$ cat config.mk
export PLATFORM = sky130hd
export DESIGN_NAME = div_iter_flat
export DESIGN_NICKNAME = d
export VERILOG_FILES = /design/src/rtl/div_iter_pkg.sv /design/src/rtl/div_iter_if.sv /design/src/rtl/div_iter_step.sv /design/src/rtl/div_iter.sv /design/src/flat_wrapper.sv
export SDC_FILE = /design/constraint.sdc
export NUM_CORES = 1
export LEC_CHECK = 0
export CAP_MARGIN = 20
export CORE_MARGIN = 2
export CORE_UTILIZATION = 46
export CTS_CLUSTER_SIZE = 25
export DETAILED_ROUTE_END_ITERATION = 8
export PLACE_DENSITY = 0.7
export SLEW_MARGIN = 15
export SYNTH_ARGS = -nofsm -noshare
export SYNTH_HDL_FRONTEND = slang
export SYNTH_SLANG_ARGS = --single-unit
$ cat constraint.sdc
create_clock -name clk -period 5.2 [get_ports clk]
set_input_delay 1.04 -clock clk [delete_from_list [all_inputs] [get_ports clk]]
set_output_delay 1.04 -clock clk [all_outputs]
set_load 0.1 [all_outputs]
$ cat src/rtl/div_iter_pkg.sv
// div_iter_pkg: ALU op codes, FSM states and helpers shared by the iterative divider
package div_iter_pkg;
   localparam logic [5:0] ALU_NOP  = 6'b000000;
   localparam logic [5:0] ALU_DIV  = 6'b011010;
   localparam logic [5:0] ALU_DIVU = 6'b011011;
   localparam logic [5:0] LAST_ITER = 6'd31;
   typedef enum logic [1:0] {IDLE = 2'd0, BUSY = 2'd1, DONE = 2'd2} state_t;
   function automatic logic [31:0] neg_if(input logic [31:0] v, input logic n);
      return n ? (~v + 32'd1) : v;
   endfunction
endpackage

$ cat src/rtl/div_iter_if.sv
// div_iter_if: EX-stage operand/result/stall bundle between pipeline and divider
interface div_iter_if;
   logic        flush;
   logic [5:0]  ALUControl_i;
   logic [31:0] opdata1_i;
   logic [31:0] opdata2_i;
   logic [63:0] result_o;
   logic        stall_div;
   modport master (output flush, ALUControl_i, opdata1_i, opdata2_i, input result_o, stall_div);
   modport slave  (input flush, ALUControl_i, opdata1_i, opdata2_i, output result_o, stall_div);
endinterface

$ cat src/rtl/div_iter_step.sv
// div_step: one radix-2 restoring division step on the partial remainder
module div_step (
   input  logic [32:0] rem_i,
   input  logic        msb_i,
   input  logic [31:0] dvs_i,
   output logic [32:0] rem_o,
   output logic        q_o
);
   logic [33:0] wide;
   logic [33:0] trial;
   // shift in the next dividend bit, then keep the trial difference only if it did not go negative
   always_comb begin
      wide  = {rem_i, msb_i};
      trial = wide - {2'b00, dvs_i};
      q_o   = ~trial[33];
      rem_o = q_o ? trial[32:0] : wide[32:0];
   end
endmodule

$ cat src/rtl/div_iter.sv
// div_iter: 32-bit iterative DIV/DIVU with pipeline stall, result as {HI=rem, LO=quot}
module div_iter
   import div_iter_pkg::*;
#(
   parameter int WIDTH = 32
) (
   input logic       clk,
   input logic       resetn,
   div_iter_if.slave bus
);
   state_t           state_q, state_d;
   logic [5:0]       cnt_q, cnt_d;
   logic [WIDTH-1:0] dvd_q, dvd_d;
   logic [WIDTH-1:0] dvs_q, dvs_d;
   logic [WIDTH:0]   rem_q, rem_d;
   logic             qneg_q, qneg_d;
   logic             rneg_q, rneg_d;
   logic [63:0]      result_q, result_d;
   logic [32:0]      step_rem;
   logic             step_q;
   logic             is_div, s1, s2;

   div_step u_step (.rem_i(rem_q), .msb_i(dvd_q[WIDTH-1]), .dvs_i(dvs_q), .rem_o(step_rem), .q_o(step_q));

   assign is_div        = (bus.ALUControl_i == ALU_DIV) || (bus.ALUControl_i == ALU_DIVU);
   assign s1            = (bus.ALUControl_i == ALU_DIV) && bus.opdata1_i[31];
   assign s2            = (bus.ALUControl_i == ALU_DIV) && bus.opdata2_i[31];
   assign bus.stall_div = is_div && (state_q != DONE);
   assign bus.result_o  = result_q;

   // next-state: latch magnitudes in IDLE, one restoring step per BUSY cycle, sign fix on entry to DONE
   always_comb begin
      state_d  = state_q;
      cnt_d    = cnt_q;
      dvd_d    = dvd_q;
      dvs_d    = dvs_q;
      rem_d    = rem_q;
      qneg_d   = qneg_q;
      rneg_d   = rneg_q;
      result_d = result_q;
      if (bus.flush) begin
         state_d  = IDLE;
         cnt_d    = 6'd0;
         result_d = 64'h0;
      end else begin
         case (state_q)
            IDLE: if (is_div) begin
               if (bus.opdata2_i == 32'h0) begin
                  state_d  = DONE;
                  result_d = {bus.opdata1_i, 32'hFFFF_FFFF};
               end else begin
                  state_d = BUSY;
                  dvd_d   = neg_if(bus.opdata1_i, s1);
                  dvs_d   = neg_if(bus.opdata2_i, s2);
                  qneg_d  = s1 ^ s2;
                  rneg_d  = s1;
                  rem_d   = '0;
                  cnt_d   = 6'd0;
               end
            end
            BUSY: begin
               rem_d = step_rem;
               dvd_d = {dvd_q[WIDTH-2:0], step_q};
               cnt_d = cnt_q + 6'd1;
               if (cnt_q == LAST_ITER) begin
                  state_d  = DONE;
                  result_d = {neg_if(step_rem[31:0], rneg_q), neg_if(dvd_d, qneg_q)};
               end
            end
            DONE:    state_d = IDLE;
            default: state_d = IDLE;
         endcase
      end
   end

   // state register with asynchronous active-low reset
   always_ff @(posedge clk or negedge resetn) begin
      if (!resetn) begin
         state_q  <= IDLE;
         cnt_q    <= 6'd0;
         dvd_q    <= '0;
         dvs_q    <= '0;
         rem_q    <= '0;
         qneg_q   <= 1'b0;
         rneg_q   <= 1'b0;
         result_q <= 64'h0;
      end else begin
         state_q  <= state_d;
         cnt_q    <= cnt_d;
         dvd_q    <= dvd_d;
         dvs_q    <= dvs_d;
         rem_q    <= rem_d;
         qneg_q   <= qneg_d;
         rneg_q   <= rneg_d;
         result_q <= result_d;
      end
   end
endmodule

$ cat src/flat_wrapper.sv
// flat-port wrapper written by rule: the top's interface ports become plain ports
module div_iter_flat import div_iter_pkg::*;
#(
   parameter int WIDTH = 32
)
  (clk, resetn, bus_flush, bus_ALUControl_i, bus_opdata1_i, bus_opdata2_i, bus_result_o, bus_stall_div);
  div_iter_if bus_i ();
  input logic clk;
  input logic resetn;
  input wire logic [$bits(bus_i.flush)-1:0] bus_flush;
  input wire logic [$bits(bus_i.ALUControl_i)-1:0] bus_ALUControl_i;
  input wire logic [$bits(bus_i.opdata1_i)-1:0] bus_opdata1_i;
  input wire logic [$bits(bus_i.opdata2_i)-1:0] bus_opdata2_i;
  output wire logic [$bits(bus_i.result_o)-1:0] bus_result_o;
  output wire logic [$bits(bus_i.stall_div)-1:0] bus_stall_div;
  assign bus_i.flush = bus_flush;
  assign bus_i.ALUControl_i = bus_ALUControl_i;
  assign bus_i.opdata1_i = bus_opdata1_i;
  assign bus_i.opdata2_i = bus_opdata2_i;
  assign bus_result_o = bus_i.result_o;
  assign bus_stall_div = bus_i.stall_div;
  div_iter #(.WIDTH(WIDTH)) u_core (.clk(clk), .resetn(resetn), .bus(bus_i));
endmodule
== After elaboration in Yosys (flattened, before gate mapping) ==
Index checks and enable logic that the tools add are counted.
Storage, ports and cells
  output and inout port bits: 65
  input port bits: 73
  register bits after elaboration: 171
  logic and storage cells: 71
Cells by class
  equality and inequality tests: 11
  reductions and logical operators: 13
  add/sub/neg operators: 6
  mux-type cells: 25
  bitwise gates (word level): 8
Operator list (count)
  $mux W64: 4
  $mux W32: 6
  $add A32 B1 Y32 const B: 4
  $not A32 Y32: 4
  $pmux W64 S2: 1
  $mux W33: 3
  $pmux W33 S2: 1
  $pmux W32 S2: 1
  $sub A34 B32 Y34: 1
  $logic_not A32 Y1: 1
  $eq A6 B5 Y1 const B: 3
  $mux W6: 3
  $pmux W6 S2: 1
  $reduce_and A4 Y1: 3
  $ne A3 B2 Y1 const B: 3
  $mux W2: 4
  $add A6 B1 Y6 const B: 1
  $ne A2 B2 Y1 const B: 2
  $pmux W2 S2: 1
  $logic_and A1 B1 Y1: 3
  $ne A3 B3 Y1 const B: 1
  $not A1 Y1: 3
  $reduce_and A3 Y1: 1
  $reduce_bool A3 Y1: 1
  7 further kinds: 7

== Logic depth before layout (Yosys ltp) ==
  word-level depth: 8
  gate-level depth with buffers: 25
  gate-level depth less buffers: 21

== Modules after synthesis ==
A second synthesis with hierarchy kept.
Second synthesis, totals
  cells, all modules: 1463
  area, all modules: 12249.2 µm²
By module, submodules not included
  div_iter: sequential area each 4279.1 µm², area an instance 10035.9 µm², times used 1, cells each 1157
  div_step: sequential area each 0.0 µm², area an instance 2213.4 µm², times used 1, cells each 306

== Least setup slack after synthesis ==
No wires, ideal clock.
  path kind: flip-flop to flip-flop
  start: reg u_core.rem_q[25]
  end: reg u_core.result_q[60], in the netlist u_core.bus.result_o[60]
  data arrival time: 5.128 ns
  library setup time: 0.123 ns
  clock period less this slack: 5.250 ns
  path slack: -0.050 ns
  cell stages (with the launch flop): 24
  path buffers: 3
  required time: 5.077 ns
  cell sequence: dfrtp_1 > ha_1 > a21oi_2 > o21ai_2 > a2111oi_4 > o21ai_2 > nor4_2 > nor2_4 > inv_2 > buf_2 > buf_1 > buf_2 > nor2_1 > a21oi_1 > ha_1 > inv_1 > nor2_1 > nand2_1 > nor4_1 > nand4_1 > a221oi_4 > and2_1 > or3b_1 > a32o_1
Between the ends
  word-level cells in the longest chain between the ends: 8
RTL lines
  from (decl): RTL line div_iter.sv:15  | logic [WIDTH:0] rem_q, rem_d;
  from (signal assigned): RTL line div_iter.sv:92  | rem_q <= rem_d;
  $sub A34 B32 Y34: RTL line div_iter_step.sv:14  | trial = wide - {2'b00, dvs_i};
  $mux W33 (*): RTL line div_iter_step.sv:16  | rem_o = q_o ? trial[32:0] : wide[32:0];
  $not A32 Y32: RTL line div_iter_pkg.sv:9  | return n ? (~v + 32'd1) : v;
  $add A32 B1 Y32: RTL line div_iter_pkg.sv:9
  $mux W32 (*): RTL line div_iter_pkg.sv:9
  $mux W64 (*): RTL line div_iter.sv:65  | if (cnt_q == LAST_ITER) begin
  $pmux W64 S2 (*): RTL line div_iter.sv:46  | case (state_q)
  $mux W64 (*): RTL line div_iter.sv:41  | if (bus.flush) begin
  to (signal assigned): RTL line div_iter.sv:95  | result_q <= result_d;
  to (decl): RTL line div_iter.sv:18  | logic [63:0] result_q, result_d;
Every way passes the cells marked *; elsewhere a longest branch is shown, timed or not. The select of a mux whose other input is x is not followed.
A chain may end at the register's enable or synchronous reset.

== Worst setup path after layout ==
  start: reg u_core.rem_q[28]
  end: reg u_core.result_q[60], in the netlist u_core.bus.result_o[60]
Between the ends
  word-level cells in the longest chain between the ends: 8
RTL lines (RTL line)
  $sub A34 B32 Y34 (*): div_iter_step.sv:14
  $mux W33 (*): div_iter_step.sv:16
  $not A32 Y32: div_iter_pkg.sv:9
  $add A32 B1 Y32: div_iter_pkg.sv:9
  $mux W32 (*): div_iter_pkg.sv:9
  $mux W64 (*): div_iter.sv:65
  $pmux W64 S2 (*): div_iter.sv:46
  $mux W64 (*): div_iter.sv:41
Marks and branches as above.

==> flow_metrics.tcl <==
set metrics [dict create \
    hold_end "u_core.bus.result_o[24]" \
    ant_nets 0 \
    fp.coreArea_sq_mm 0.0267 \
    gp_congestion 0.932 \
    wirelength_um 35400 \
    async_flop_share_pct 100 \
    cts_buffers 17 \
    final-max-slew-violation-count 0 \
    post_cts_buffers 0 \
    cts_buffer_depth 2 \
    slowest_delay_ps 440 \
    ys.flop_type "dfrtp_1" \
    overflow 0 \
    stdcell_count 2029 \
    finalHoldViolCount 0 \
    synthCells 1561 \
    avgSynthCellArea_sq_um 7.92 \
    antenna_found_initial 0 \
    relSlewSlack_pct 32.6 \
    grt_pass1_wl_um 57200 \
    vias_per_cell 5.77 \
    drive_gt1_share_pct 6.81 \
    sw_frac_of_total_pct 50.3 \
    finalSetupTns_ps 0 \
    fin_area_sq_mm 0.0149 \
    grt_max_degree 105 \
    cp-end-kind "register" \
    rsz0062_at_grt "no" \
    grt_pass1_vias 10900 \
    period_needed_ps 4970 \
    grtUsageMet3_pct 2.96 \
    grt_usage_pct 25.1 \
    yosys_warnings 0 \
    path_max_fanout 8 \
    clkPwrFrac_pct 16.9 \
    power_frac_comb_pct 57.0 \
    r2r_start "u_core.rem_q[28]" \
    p_seq_share_pct 26.1 \
    rr_endpoint "u_core.bus.result_o[60]" \
    power.switching_uw 3870 \
    reg2reg_depth 18 \
    cpMaxStageDelayCell "a2111oi_4" \
    status "completed" \
    wl_per_cell_um 17.5 \
    path_buf_inv 2 \
    drc 0 \
    fp-row-count 60 \
    setup_viol 0 \
    regToRegSetupSlack_ps 230 \
    ios 138 \
    p_int_uw 3820 \
    p_per_area_mw_per_mm2 517 \
    cts_num_sinks 171 \
    worst_ep_required_time_ps 5530 \
    post-synth-top-count-cell "nand2_1" \
    p_leak_uw 0.00622 \
    ys_types 75 \
    yosysTopAreaCellShare_pct 34.6 \
    crit_arrival_ps 5300 \
    min_path_type "register to register" \
    root_buffer "clkbuf_16" \
    timing.fmax_ghz 0.201 \
    dpl.hpwl_um 27100 \
    synth.largest_area_cell "dfrtp_1" \
    fin_worst_skew_ps 13.5 \
    setup_ws_ps 227 \
    tightestPinTransition_ps 1010 \
    start_kind "register" \
    syn_nets 1672 \
    synth_area_leaders "dfrtp_1 35%, o21ai_0 7.8%, nand2_1 7.1%" \
    synth_seq_cells 171 \
    start_util_pct 46.4 \
    path_common_cell "nand2_1" \
    vias 11700 \
    drt_iter0_drc 905 \
    yosys-top-cells-count "235 x nand2_1, 192 x o21ai_0, 171 x dfrtp_1" \
    crit_chain "ha_1, and3_1, a2111oi_4, o21ai_4, o31a_1, nor2_4, inv_2, buf_4, a21oi_1, ha_2, nand2_1, or4_1, nor4_1, nand2_1, a221oi_4, and2_1, or3b_1, a32o_1" \
    synth-edff-count 0 \
    grtUsageMet1_pct 35.0 \
    drt_pass1_iterations 5 \
    n_antenna_cell 0 \
    seq_area_frac_synth_pct 34.6 \
    h-tree-depth 4 \
    worstHoldPathCells 2 \
    die_height_um 168 \
    worstHoldStart "u_core.bus.result_o[24]" \
    met2_usage_pct 41.4 \
    cts_tree "built" \
    clk_pin_slew_ps 70 \
    dieArea_sq_mm 0.0282 \
    criticalPathCategory "register to register" \
    fin_util_pct 55.8 \
    clk_latency_ps 440 \
    place_area_sq_mm 0.0142 \
    place_inst 1997 \
    post-route-period-util_pct 95.6 \
    busiest_layer "met2" \
    port-buffer-count 137 \
    synth_area_sq_mm 0.0124 \
    dp_slack_ps 176 \
    ir_drop_mv 0.342 \
    cap_violations 0 \
    path_delay_family "simple AND/OR/NAND/NOR gates" \
    fin_nets 1786 \
    fp.dieW_um 168 \
    area_delta_synth_final_pct 20.2 \
]
## kinds of logic (layout without fill, tap and decap cells)
| family | Yosys count | in the layout | synth area share [%] |
|---|---|---|---|
| compound gates | 520 | 520 | 25.8 |
| xor+xnor | 125 | 125 | 8.85 |
| fa+ha+maj | 38 | 38 | 3.91 |
| buf+inv | 135 | 262 | 4.27 |
| flops | 171 | 171 | 34.6 |
| mux | 27 | 27 | 2.20 |
| simple gates | 545 | 545 | 20.4 |
## repair_timing
action,CTS,global route
hold buffers,0,0
hold endpoints to repair,0,0
setup endpoints to repair,0,6
resized for setup,0,11
## worst max path at each step
stage                          start                      end  slack (ps)  depth (start not counted)
floorplan            u_core.rem_q[6]  u_core.bus.result_o[60]           6                         23
global route        u_core.dvs_q[30]  u_core.bus.result_o[60]           4                         21
global placement    u_core.rem_q[27]  u_core.bus.result_o[60]         300                         19
finish              u_core.rem_q[28]  u_core.bus.result_o[60]         230                         18
detailed placement  u_core.rem_q[21]  u_core.bus.result_o[60]         180                         21
CTS                 u_core.rem_q[21]  u_core.bus.result_o[60]         160                         21
## metrics by stage
stage               total power [uW]  hold WS [ps]
floorplan                       5120           450
finish                          7680           465
detailed placement              6310           456
CTS                             7630           472
global placement                6270           454
global route                    8170           494
## per-layer routing
metal	vias to the layer above	wire, um
li1	5822	-
met1	5480	16600
met2	353	16400
met3	43	1780
met4	0	686
met5	-	0
## state kept, by name, indices dropped and copies added (netlist names)
name                 cells
u_core.dvd_q            32
u_core.cnt_q             6
u_core.rneg_q            1
u_core.bus.result_o     64
u_core.state_q           2
u_core.rem_q            33
u_core.dvs_q            32
u_core.qneg_q            1
## power by group through the flow
| stage | clock, uW | sequential [uW] | combinational, uW |
|---|---|---|---|
| after global placement | 0 | 2000 | 4270 |
| final | 1300 | 2000 | 4380 |
| after floorplan | 0 | 2550 | 2570 |
| after global routing | 1370 | 2050 | 4740 |
| after detailed placement | 0 | 2020 | 4290 |
| after CTS | 1320 | 2000 | 4310 |
## worst reg2reg max path, stage by stage, from the launching register on
cell       delay [ps]
dfrtp_1           410
ha_1              390
and3_1            250
a2111oi_4         440
o21ai_4           150
o31a_1            380
nor2_4            130
inv_2              70
buf_4             160
a21oi_1           210
ha_2              260
nand2_1            80
or4_1             440
nor4_1            270
nand2_1           150
a221oi_4          320
and2_1            200
or3b_1            350
a32o_1            230
## area by class of cell
cell class,count,area [sq um]
Clock inverter,14,150
Timing Repair Buffer,176,1730
Inverter,54,203
Tap cell,341,427
Fill cell,2508,11800
Sequential cell,171,4280
Clock buffer,18,439
Multi-Input combinational cell,1255,7640
## layout by cell type (no fill, tap or decap), types with 31 or more instances in the layout
cell type,count
inv_1,53
o31ai_1,31
o21ai_0,192
xnor2_1,75
xor2_1,50
ha_1,33
clkdlybuf4s50_1,135
buf_4,35
a21oi_1,145
nor2_1,131
dfrtp_1,171
nand2_1,234
(Power assumes the default switching activity.)
